<file path="config.mk">
export PLATFORM = sky130hd
export DESIGN_NAME = vsd_deserializer
export DESIGN_NICKNAME = d
export VERILOG_FILES = /design/src/rtl/vsd_ser_pkg.sv /design/src/rtl/vsd_out_buf.sv /design/src/rtl/vsd_deserializer.sv
export SDC_FILE = /design/constraint.sdc
export NUM_CORES = 1
export LEC_CHECK = 0
export ABC_AREA = 1
export ABC_CLOCK_PERIOD_IN_PS = 1490
export CORE_MARGIN = 2
export CORE_UTILIZATION = 46
export DETAILED_ROUTE_END_ITERATION = 8
export PLACE_DENSITY = 0.73
export RECOVER_POWER = 100
export REMOVE_ABC_BUFFERS = 1
export SETUP_SLACK_MARGIN = 0.02
export SLEW_MARGIN = 20
export SYNTH_ARGS = -nofsm -noshare
export SYNTH_HDL_FRONTEND = slang
export SYNTH_HIERARCHICAL = 1
export SYNTH_SLANG_ARGS = --single-unit
</file>
<file path="constraint.sdc">
create_clock -name clk -period 1.49 [get_ports clk]
set_input_delay 0.3725 -clock clk [delete_from_list [all_inputs] [get_ports clk]]
set_output_delay 0.3725 -clock clk [all_outputs]
set_load 0.05 [all_outputs]
</file>
<file path="src/rtl/vsd_ser_pkg.sv">
// Framing definitions shared by the serializer and deserializer so both ends
// agree on word width, bit order and FSM encoding.
package vsd_ser_pkg;
  localparam int VSD_WIDTH = 10;

  typedef enum logic {ORDER_MSB, ORDER_LSB} bit_order_e;

  typedef enum logic {IDLE, SHIFT} vsd_state_e;
endpackage

</file>
<file path="src/rtl/vsd_out_buf.sv">
// One-deep valid/ready holding register. A new word is dropped (and overrun
// set) when it arrives while the buffer is full and not being drained.
module vsd_out_buf #(
  parameter int WIDTH = 10
) (
  input  logic             clk,
  input  logic             rst,
  input  logic             load,
  input  logic [WIDTH-1:0] din,
  input  logic             dout_ready,
  input  logic             clr_flags,
  output logic [WIDTH-1:0] dout,
  output logic             dout_valid,
  output logic             overrun
);
  logic drop;

  assign drop = load & dout_valid & ~dout_ready;

  always_ff @(posedge clk) begin
    if (rst) begin
      dout       <= '0;
      dout_valid <= 1'b0;
    end else if (load & (~dout_valid | dout_ready)) begin
      // accept-and-reload in the same edge keeps the stream bubble-free
      dout       <= din;
      dout_valid <= 1'b1;
    end else if (~load & dout_valid & dout_ready) begin
      dout_valid <= 1'b0;
    end
  end

  always_ff @(posedge clk) begin
    if (rst)            overrun <= 1'b0;
    else if (drop)      overrun <= 1'b1;
    else if (clr_flags) overrun <= 1'b0;
  end
endmodule

</file>
<file path="src/rtl/vsd_deserializer.sv">
// Serial-to-parallel receiver: start-framed 1-bit stream in, WIDTH-bit words
// out through a one-deep valid/ready buffer, with overrun and frame-error flags.
module vsd_deserializer
  import vsd_ser_pkg::*;
#(
  parameter int WIDTH     = VSD_WIDTH,
  parameter bit MSB_FIRST = 1'b1
) (
  input  logic             clk,
  input  logic             rst,
  input  logic             sin,
  input  logic             start,
  output logic [WIDTH-1:0] dout,
  output logic             dout_valid,
  input  logic             dout_ready,
  output logic             overrun,
  output logic             frame_err,
  input  logic             clr_flags
);
  localparam int         CW    = $clog2(WIDTH);
  localparam bit_order_e ORDER = MSB_FIRST ? ORDER_MSB : ORDER_LSB;

  vsd_state_e       state, state_nxt;
  logic [CW-1:0]    cnt, cnt_nxt;
  logic [WIDTH-1:0] sr, sr_nxt, word, first;
  logic             complete, ferr_nxt;

  // word: shift register with this cycle's bit appended; first: a fresh frame
  always_comb begin
    if (ORDER == ORDER_MSB) begin
      word  = (sr << 1) | WIDTH'(sin);
      first = WIDTH'(sin);
    end else begin
      word  = (sr >> 1) | {sin, {(WIDTH-1){1'b0}}};
      first = {sin, {(WIDTH-1){1'b0}}};
    end
  end

  always_comb begin
    state_nxt = state;
    cnt_nxt   = cnt;
    sr_nxt    = sr;
    complete  = 1'b0;
    ferr_nxt  = 1'b0;
    case (state)
      IDLE: begin
        if (start) begin
          sr_nxt    = first;
          cnt_nxt   = CW'(1);
          state_nxt = SHIFT;
        end
      end
      SHIFT: begin
        if (start) begin
          // restart wins even on the last-bit cycle: partial word discarded
          sr_nxt   = first;
          cnt_nxt  = CW'(1);
          ferr_nxt = 1'b1;
        end else if (cnt == CW'(WIDTH-1)) begin
          sr_nxt    = word;
          cnt_nxt   = '0;
          complete  = 1'b1;
          state_nxt = IDLE;
        end else begin
          sr_nxt  = word;
          cnt_nxt = cnt + CW'(1);
        end
      end
      default: state_nxt = IDLE;
    endcase
  end

  always_ff @(posedge clk) begin
    if (rst) begin
      state     <= IDLE;
      cnt       <= '0;
      sr        <= '0;
      frame_err <= 1'b0;
    end else begin
      state     <= state_nxt;
      cnt       <= cnt_nxt;
      sr        <= sr_nxt;
      frame_err <= ferr_nxt;
    end
  end

  vsd_out_buf #(.WIDTH(WIDTH)) u_obuf (
    .clk        (clk),
    .rst        (rst),
    .load       (complete),
    .din        (word),
    .dout_ready (dout_ready),
    .clr_flags  (clr_flags),
    .dout       (dout),
    .dout_valid (dout_valid),
    .overrun    (overrun)
  );
endmodule

</file>
==> results of run 1 <==
[worst max-delay path, cell delays in order, from the launching register on]
cell and delay [ns]:
sky130_fd_sc_hd__dfxtp_1 0.35, sky130_fd_sc_hd__inv_2 0.06, sky130_fd_sc_hd__ha_4 0.13, sky130_fd_sc_hd__nand2_4 0.05, sky130_fd_sc_hd__nor2_4 0.09, sky130_fd_sc_hd__inv_2 0.06
sky130_fd_sc_hd__nor2_4 0.19, sky130_fd_sc_hd__clkbuf_16 0.20, sky130_fd_sc_hd__nand3_1 0.08, sky130_fd_sc_hd__nand2_1 0.08, sky130_fd_sc_hd__nor2_1 0.04
[registers in the layout, summed over array words and instances, names as in the netlist]
register and count:
u_obuf/dout_valid 1, sr 9, state 1, frame_err 1
u_obuf/overrun 1, u_obuf/dout 10, cnt 4
[routing by layer]
layer | track usage | vias up
li1 | - | 556
met1 | 0.218 | 489
met2 | 0.337 | 27
met3 | 0.0323 | 2
met4 | 0.0772 | 0
met5 | 0 | -
[area by class of cell]
cell class	count	area (um^2)
Clock buffer	3	22.5
Clock inverter	1	5.00
Fill cell	227	980
Inverter	20	75.1
Multi-Input combinational cell	99	547
Sequential cell	27	542
Tap cell	30	37.5
Timing Repair Buffer	33	269
[how the worst max path moves through the flow]
| stage | slack [ns] | startpoint | depth (start not counted) | endpoint |
|---|---|---|---|---|
| floorplan | -0.52 | cnt[0] | 8 | u_obuf/dout[6] |
| global placement | -0.13 | start | 8 | u_obuf/dout[6] |
| detailed placement | -0.19 | start | 8 | u_obuf/dout[4] |
| CTS | 0.03 | cnt[1] | 10 | u_obuf/dout[4] |
| global route | -0.01 | cnt[1] | 10 | u_obuf/dout[3] |
| finish | 0.04 | cnt[1] | 10 | u_obuf/dout[3] |
[cell usage in the layout (no fill, tap or decap), drive strengths merged]
| cell type | synthesis | routed |
|---|---|---|
| clkbuf | 0 | 19 |
| ha | 2 | 2 |
| clkdlybuf4s50 | 0 | 5 |
| buf | 8 | 12 |
| nand3 | 21 | 21 |
| a21oi | 26 | 26 |
| inv | 19 | 19 |
| nand2 | 30 | 30 |
| clkinv | 1 | 2 |
| nor2 | 15 | 15 |
| a211oi | 1 | 1 |
| o21ai | 1 | 1 |
| nor3 | 1 | 1 |
| xor2 | 1 | 1 |
| dfxtp | 27 | 27 |
| nand4 | 1 | 1 |
[cell families after synthesis]
kind of cell | share of synthesized area
DFF | 0.453
xor gates and xnor gates | 0.00734
and+or+nand+nor | 0.264
AOI/OAI and AO/OA | 0.130
adders and majority gates | 0.0210
buffers and inverters | 0.125
[report_power, final]
part           total [uW]  switching, uW  internal, uW
registers             737           5.76           731
clock network         305            205           100
logic                 111           63.3          47.8
total                1150            274           879
[through the flow]
step	setup slack, ns	TNS, ns
after floorplan	-0.517	-5.87
after global placement	-0.128	-1.22
after detailed placement	-0.195	-2.06
after CTS	0.0329	0
after global routing	-0.0123	-0.0482
final	0.0400	0
==> impl_metrics.toml, run 1 <==
[status]
outcome = "finished, final reports clean"

[place]
numPlacedInstances = 207
dp.final_hpwl_mm = 1.74
place_congestion = 0.784
io_buffer_count = 18
placed_area_um2 = 1580

[layout]
final_util = 0.605
final_area_um2 = 1500
layout-drive-gt1-share = 0.279
syn2layout_area_growth_pct = 25.5
insertedDiodeCount = 0
layout.cells.non_filler = 213
nets = 192

[synth]
async_flop_share = 0
synth_area_leader_cell = "sky130_fd_sc_hd__dfxtp_1"
yosys_warning_total = 6
number_of_enable_type_register_cells_in_the_synthesized_netlist = 0
synth.avg_cell_area_um2 = 7.75
synth_most_common_cell = "sky130_fd_sc_hd__nand2_1"
area_share_of_the_leading_cell_type_in_the_synthesized_netlist = 0.453
synthTopCellsByCount = "28 x sky130_fd_sc_hd__nand2_1, 27 x sky130_fd_sc_hd__dfxtp_1, 24 x sky130_fd_sc_hd__a21oi_1"
ys_ff_latch = 27
synth-seq-area-share = 0.453
synth-main-ff-cell = "sky130_fd_sc_hd__dfxtp_1"
synth_area_um2 = 1190
count_of_mapped_cells_out_of_synthesis = 154
netlist_top_cells_area = "sky130_fd_sc_hd__dfxtp_1 45%, sky130_fd_sc_hd__a21oi_1 10%, sky130_fd_sc_hd__nand2_1 8.8%"
synth.lib_cells_used.distinct = 21

[timing]
worst-slew-pin-transition_ns = 0.432
finalWorstPathRequiredPeriod_ns = 1.45
fin_crit_sh = 0.973
maxSlewViolCount = 0
final_hold_viol_count = 0
unrepaired_setup_endpoints_after_global_routing = "yes"
worst_hold_slack_ns = 0.488
final.setup_skew_ns = 0.00750
relSlewSlack = 0.711
max_freq_mhz = 690
report.final.setup_viol = 0

[cts]
cts-resized-gates = 0
clock_tree_from_tritoncts = "built"
cts-buffers-inserted = 3
cts.path.max_buffers = 2
insertion_delay_ns = 0.32
cts-hold-fix-buffers = 0
htree_num_levels = 1
cts.clk_slew.worst_paths_ns = 0.14
post_cts.repair.setup_buffers = 0
root_cell_of_the_clock_tree = "sky130_fd_sc_hd__clkbuf_4"
clkSinkCount = 27

[detailed_routing]
avgViaCountPerCell = 5.04
detailroute.wirelength.met2_mm = 1.32
drc_errors = 0
met1Wirelength_mm = 1.11
routed_wire_length_mm = 2.60
final_antenna_net_count = 0
drt_pass1_iterations = 4
drt-wirelength-per-cell_um = 12.2
vias = 1074
top_signal_layer_used = "met4"
detail_route.iter0.violations = 20
met3_wirelength_um = 157

[worst_setup_path]
r2r_slack_ns = 0.04
required_arrival_time_at_the_worst_endpoint_ns = 1.71
crit_path_max_fanout = 11
reg2reg_depth = 10
critical_path.endpoint_type = "flop"
critPathLaunchType = "flop"
worstPathArrival_ns = 1.67
crit_type = "reg2reg"
critical_path.reg2reg.startpoint = "cnt[1]"
r2r_end = "u_obuf/dout[3]"

[power_and_ir_drop]
vdd.ir_drop.worst_mv = 0.620
power_uw = 1150
p_per_area_nw_per_um2 = 770
p_leak_uw = 0.000600

[worst_hold_path]
min_delay_path_depth = 2
holdCritPathClass = "reg2reg"
hold_path_end = "sr[8]"
hp-start = "sr[8]"

[global_routing]
maximum_number_of_pins_on_one_net_before_global_route_repair = 23
grt.total_usage = 0.188
grt_overflow_total = 0
grt_pass1_vias = 980
number_of_antenna_violations_at_the_first_check_in_global_routing = 0
grt_pass1_wl_mm = 4.08

[floorplanning]
die_w_um = 54.9
initial_utilization = 0.482
num_io_pins = 19
placeableCoreArea_um2 = 2480
core.rowCount = 18
dieArea_um2 = 3020
chipHeight_um = 54.9

[job]
cap_viol_max_count = 0
(Power assumes the default switching activity.)
==> run 2: changes to the inputs <==
--- a/config.mk
+++ b/config.mk
@@ -7,7 +7,7 @@
 export LEC_CHECK = 0
 export ABC_AREA = 1
 export ABC_CLOCK_PERIOD_IN_PS = 1490
-export CORE_MARGIN = 2
+export CORE_MARGIN = 1
 export CORE_UTILIZATION = 46
 export DETAILED_ROUTE_END_ITERATION = 8
 export PLACE_DENSITY = 0.73
==> run 2 against run 1 <==
- design area fell by 0.50%
- critical endpoint is now u_obuf/dout[5]
- worst hold slack lost 0.0039 ns
- non-clock buffer count up 1
- die area is 7.1% lower
- largest power group unchanged
- worst setup slack lost 0.012 ns
- flip-flop and latch count unchanged
==> impl_metrics.toml, run 2 (synthesis results as in run 1) <==
[status]
outcome = "finished, final reports clean"

[worst_setup_path]
crit_type = "reg2reg"
required_arrival_time_at_the_worst_endpoint_ns = 1.73
crit_path_max_incr_delay_ns = 0.35
worstPathArrival_ns = 1.71
crit_path_max_fanout = 7
critical_path.endpoint_type = "flop"
cp.buffers_inverters = 4
cp_slowest_cell = "sky130_fd_sc_hd__dfxtp_2"
critPathLaunchType = "flop"
r2r_slack_ns = 0.03
crit_family = "simple AND/OR/NAND/NOR gates"
timing.critical_path.cells = "inv_2, ha_4, nand2_4, nor2_4, inv_2, nor2_4, buf_12, buf_8, nand3_2, nand2_1, nor2_1"

[layout]
nets = 193
registers.top_by_ff_count = "u_obuf/dout"
layout_commonest_cell = "sky130_fd_sc_hd__nand2_1"
final_util = 0.607
most_frequent_cells_in_the_layout = "27 x sky130_fd_sc_hd__nand2_1, 25 x sky130_fd_sc_hd__dfxtp_1, 24 x sky130_fd_sc_hd__a21oi_1"
syn2layout_area_growth_pct = 24.8
filler_cell_count = 216
largest_registers = "u_obuf/dout (10), sr (9), cnt (4)"
insertedDiodeCount = 0
largest_register_ff_count = 10
layout-drive-gt1-share = 0.283

[timing]
final.setup_skew_ns = 0.00291
relSlewSlack = 0.709
finalWorstPathRequiredPeriod_ns = 1.46
fin_crit_sh = 0.981
final_hold_viol_count = 0
finalSetupTns_ns = 0
report.final.setup_viol = 0
maxSlewViolCount = 0
max_freq_mhz = 684
worst-slew-pin-transition_ns = 0.436
unrepaired_setup_endpoints_after_global_routing = "yes"

[worst_hold_path]
holdCritPathClass = "reg2reg"

[global_routing]
number_of_antenna_violations_at_the_first_check_in_global_routing = 0
global_route.peak_usage_layer = "met2"
grt_pass1_wl_mm = 4.08
grt_overflow_total = 0
global_route.usage.met1 = 0.240
grt.total_usage = 0.201
use_met2 = 0.352
groute.layer.met3.usage = 0.0172
maximum_number_of_pins_on_one_net_before_global_route_repair = 23
grt_pass1_vias = 959

[cts]
clkSinkCount = 27
htree_num_levels = 1
cts.clk_slew.worst_paths_ns = 0.14
cts-buffers-inserted = 3
cts.path.max_buffers = 2
clock_tree_from_tritoncts = "built"
root_cell_of_the_clock_tree = "sky130_fd_sc_hd__clkbuf_4"
insertion_delay_ns = 0.33

[floorplanning]
chipHeight_um = 52.9
placeableCoreArea_um2 = 2450
core.rowCount = 18
die_w_um = 52.9
num_io_pins = 19
initial_utilization = 0.486
dieArea_um2 = 2800

[detailed_routing]
routed_wire_length_mm = 2.87
drt_pass1_iterations = 4
vias = 1124
avgViaCountPerCell = 5.25
final_antenna_net_count = 0
drt-wirelength-per-cell_um = 13.4
detail_route.iter0.violations = 30
drc_errors = 0

[power_and_ir_drop]
p_per_area_nw_per_um2 = 781
p_leak_uw = 0.000601
vdd.ir_drop.worst_mv = 0.476

[job]
cap_viol_max_count = 0

[place]
io_buffer_count = 18
dp.final_hpwl_mm = 1.70
place_congestion = 0.744
-- run 2: report_power, final --
group | total, uW | internal (uW) | switching (uW)
registers | 737 | 731 | 6.11
clock network | 319 | 105 | 214
logic | 108 | 44.7 | 63.3
total | 1160 | 881 | 283
-- run 2: what timing repair did --
item                       4_1_cts  5_1_grt
gates resized for setup          1       18
pin swaps                        0       14
gates cloned                     0        1
setup endpoints to repair        1        3
hold buffers                     0        0
buffers inserted                 0        3
-- run 2: layout make-up --
| type | count | area (um^2) | area share |
|---|---|---|---|
| Sequential cell | 27 | 543 | 0.364 |
| Multi-Input combinational cell | 99 | 544 | 0.365 |
| Timing Repair Buffer | 34 | 264 | 0.177 |
| Clock buffer | 4 | 26.3 | 0.0176 |
| Inverter | 20 | 75.1 | 0.0504 |
| Tap cell | 30 | 37.5 | 0.0252 |
-- run 2: path summary, 6_finish.rpt --
path / start / endpoint / cells past startpoint
worst min register to register: u_obuf/dout[9] / u_obuf/dout[9] / 2
worst max register to register: cnt[1] / u_obuf/dout[5] / 11
worst max-delay path: cnt[1] / u_obuf/dout[5] / 11
worst min-delay path: u_obuf/dout[9] / u_obuf/dout[9] / 2
-- run 2: through the flow --
| stage | area (um^2) | hold WS (ns) | total power [uW] | worst slack (ns) | cells |
|---|---|---|---|---|---|
| after floorplan | 1120 | 0.435 | 799 | -0.517 | 146 |
| after global placement | 1570 | 0.448 | 857 | -0.133 | 206 |
| after CTS | 1600 | 0.488 | 1170 | 0.0658 | 210 |
| after global routing | 1490 | 0.517 | 1210 | -0.0809 | 214 |
| after detailed placement | 1570 | 0.469 | 861 | -0.178 | 206 |
| final | 1490 | 0.484 | 1160 | 0.0277 | 214 |
-- run 2: tightest hold or removal path, stage by stage, from the launching register on --
cell and delay [ns]:
sky130_fd_sc_hd__dfxtp_1 0.35, sky130_fd_sc_hd__a21oi_1 0.04, sky130_fd_sc_hd__nor2_1 0.07
-- run 2: layer usage --
layer	share of wire	wire length, um
met5	0	0
met4	0.018	52
met3	0.046	132
met2	0.52	1510
met1	0.41	1180
==> run 3: changes to the inputs <==
--- a/config.mk
+++ b/config.mk
@@ -14,8 +14,8 @@
 export RECOVER_POWER = 100
 export REMOVE_ABC_BUFFERS = 1
 export SETUP_SLACK_MARGIN = 0.02
-export SLEW_MARGIN = 20
 export SYNTH_ARGS = -nofsm -noshare
 export SYNTH_HDL_FRONTEND = slang
 export SYNTH_HIERARCHICAL = 1
 export SYNTH_SLANG_ARGS = --single-unit
+export TNS_END_PERCENT = 1
==> results of run 3 <==
The final DEF is identical to that of run 2; final timing and power are the same.
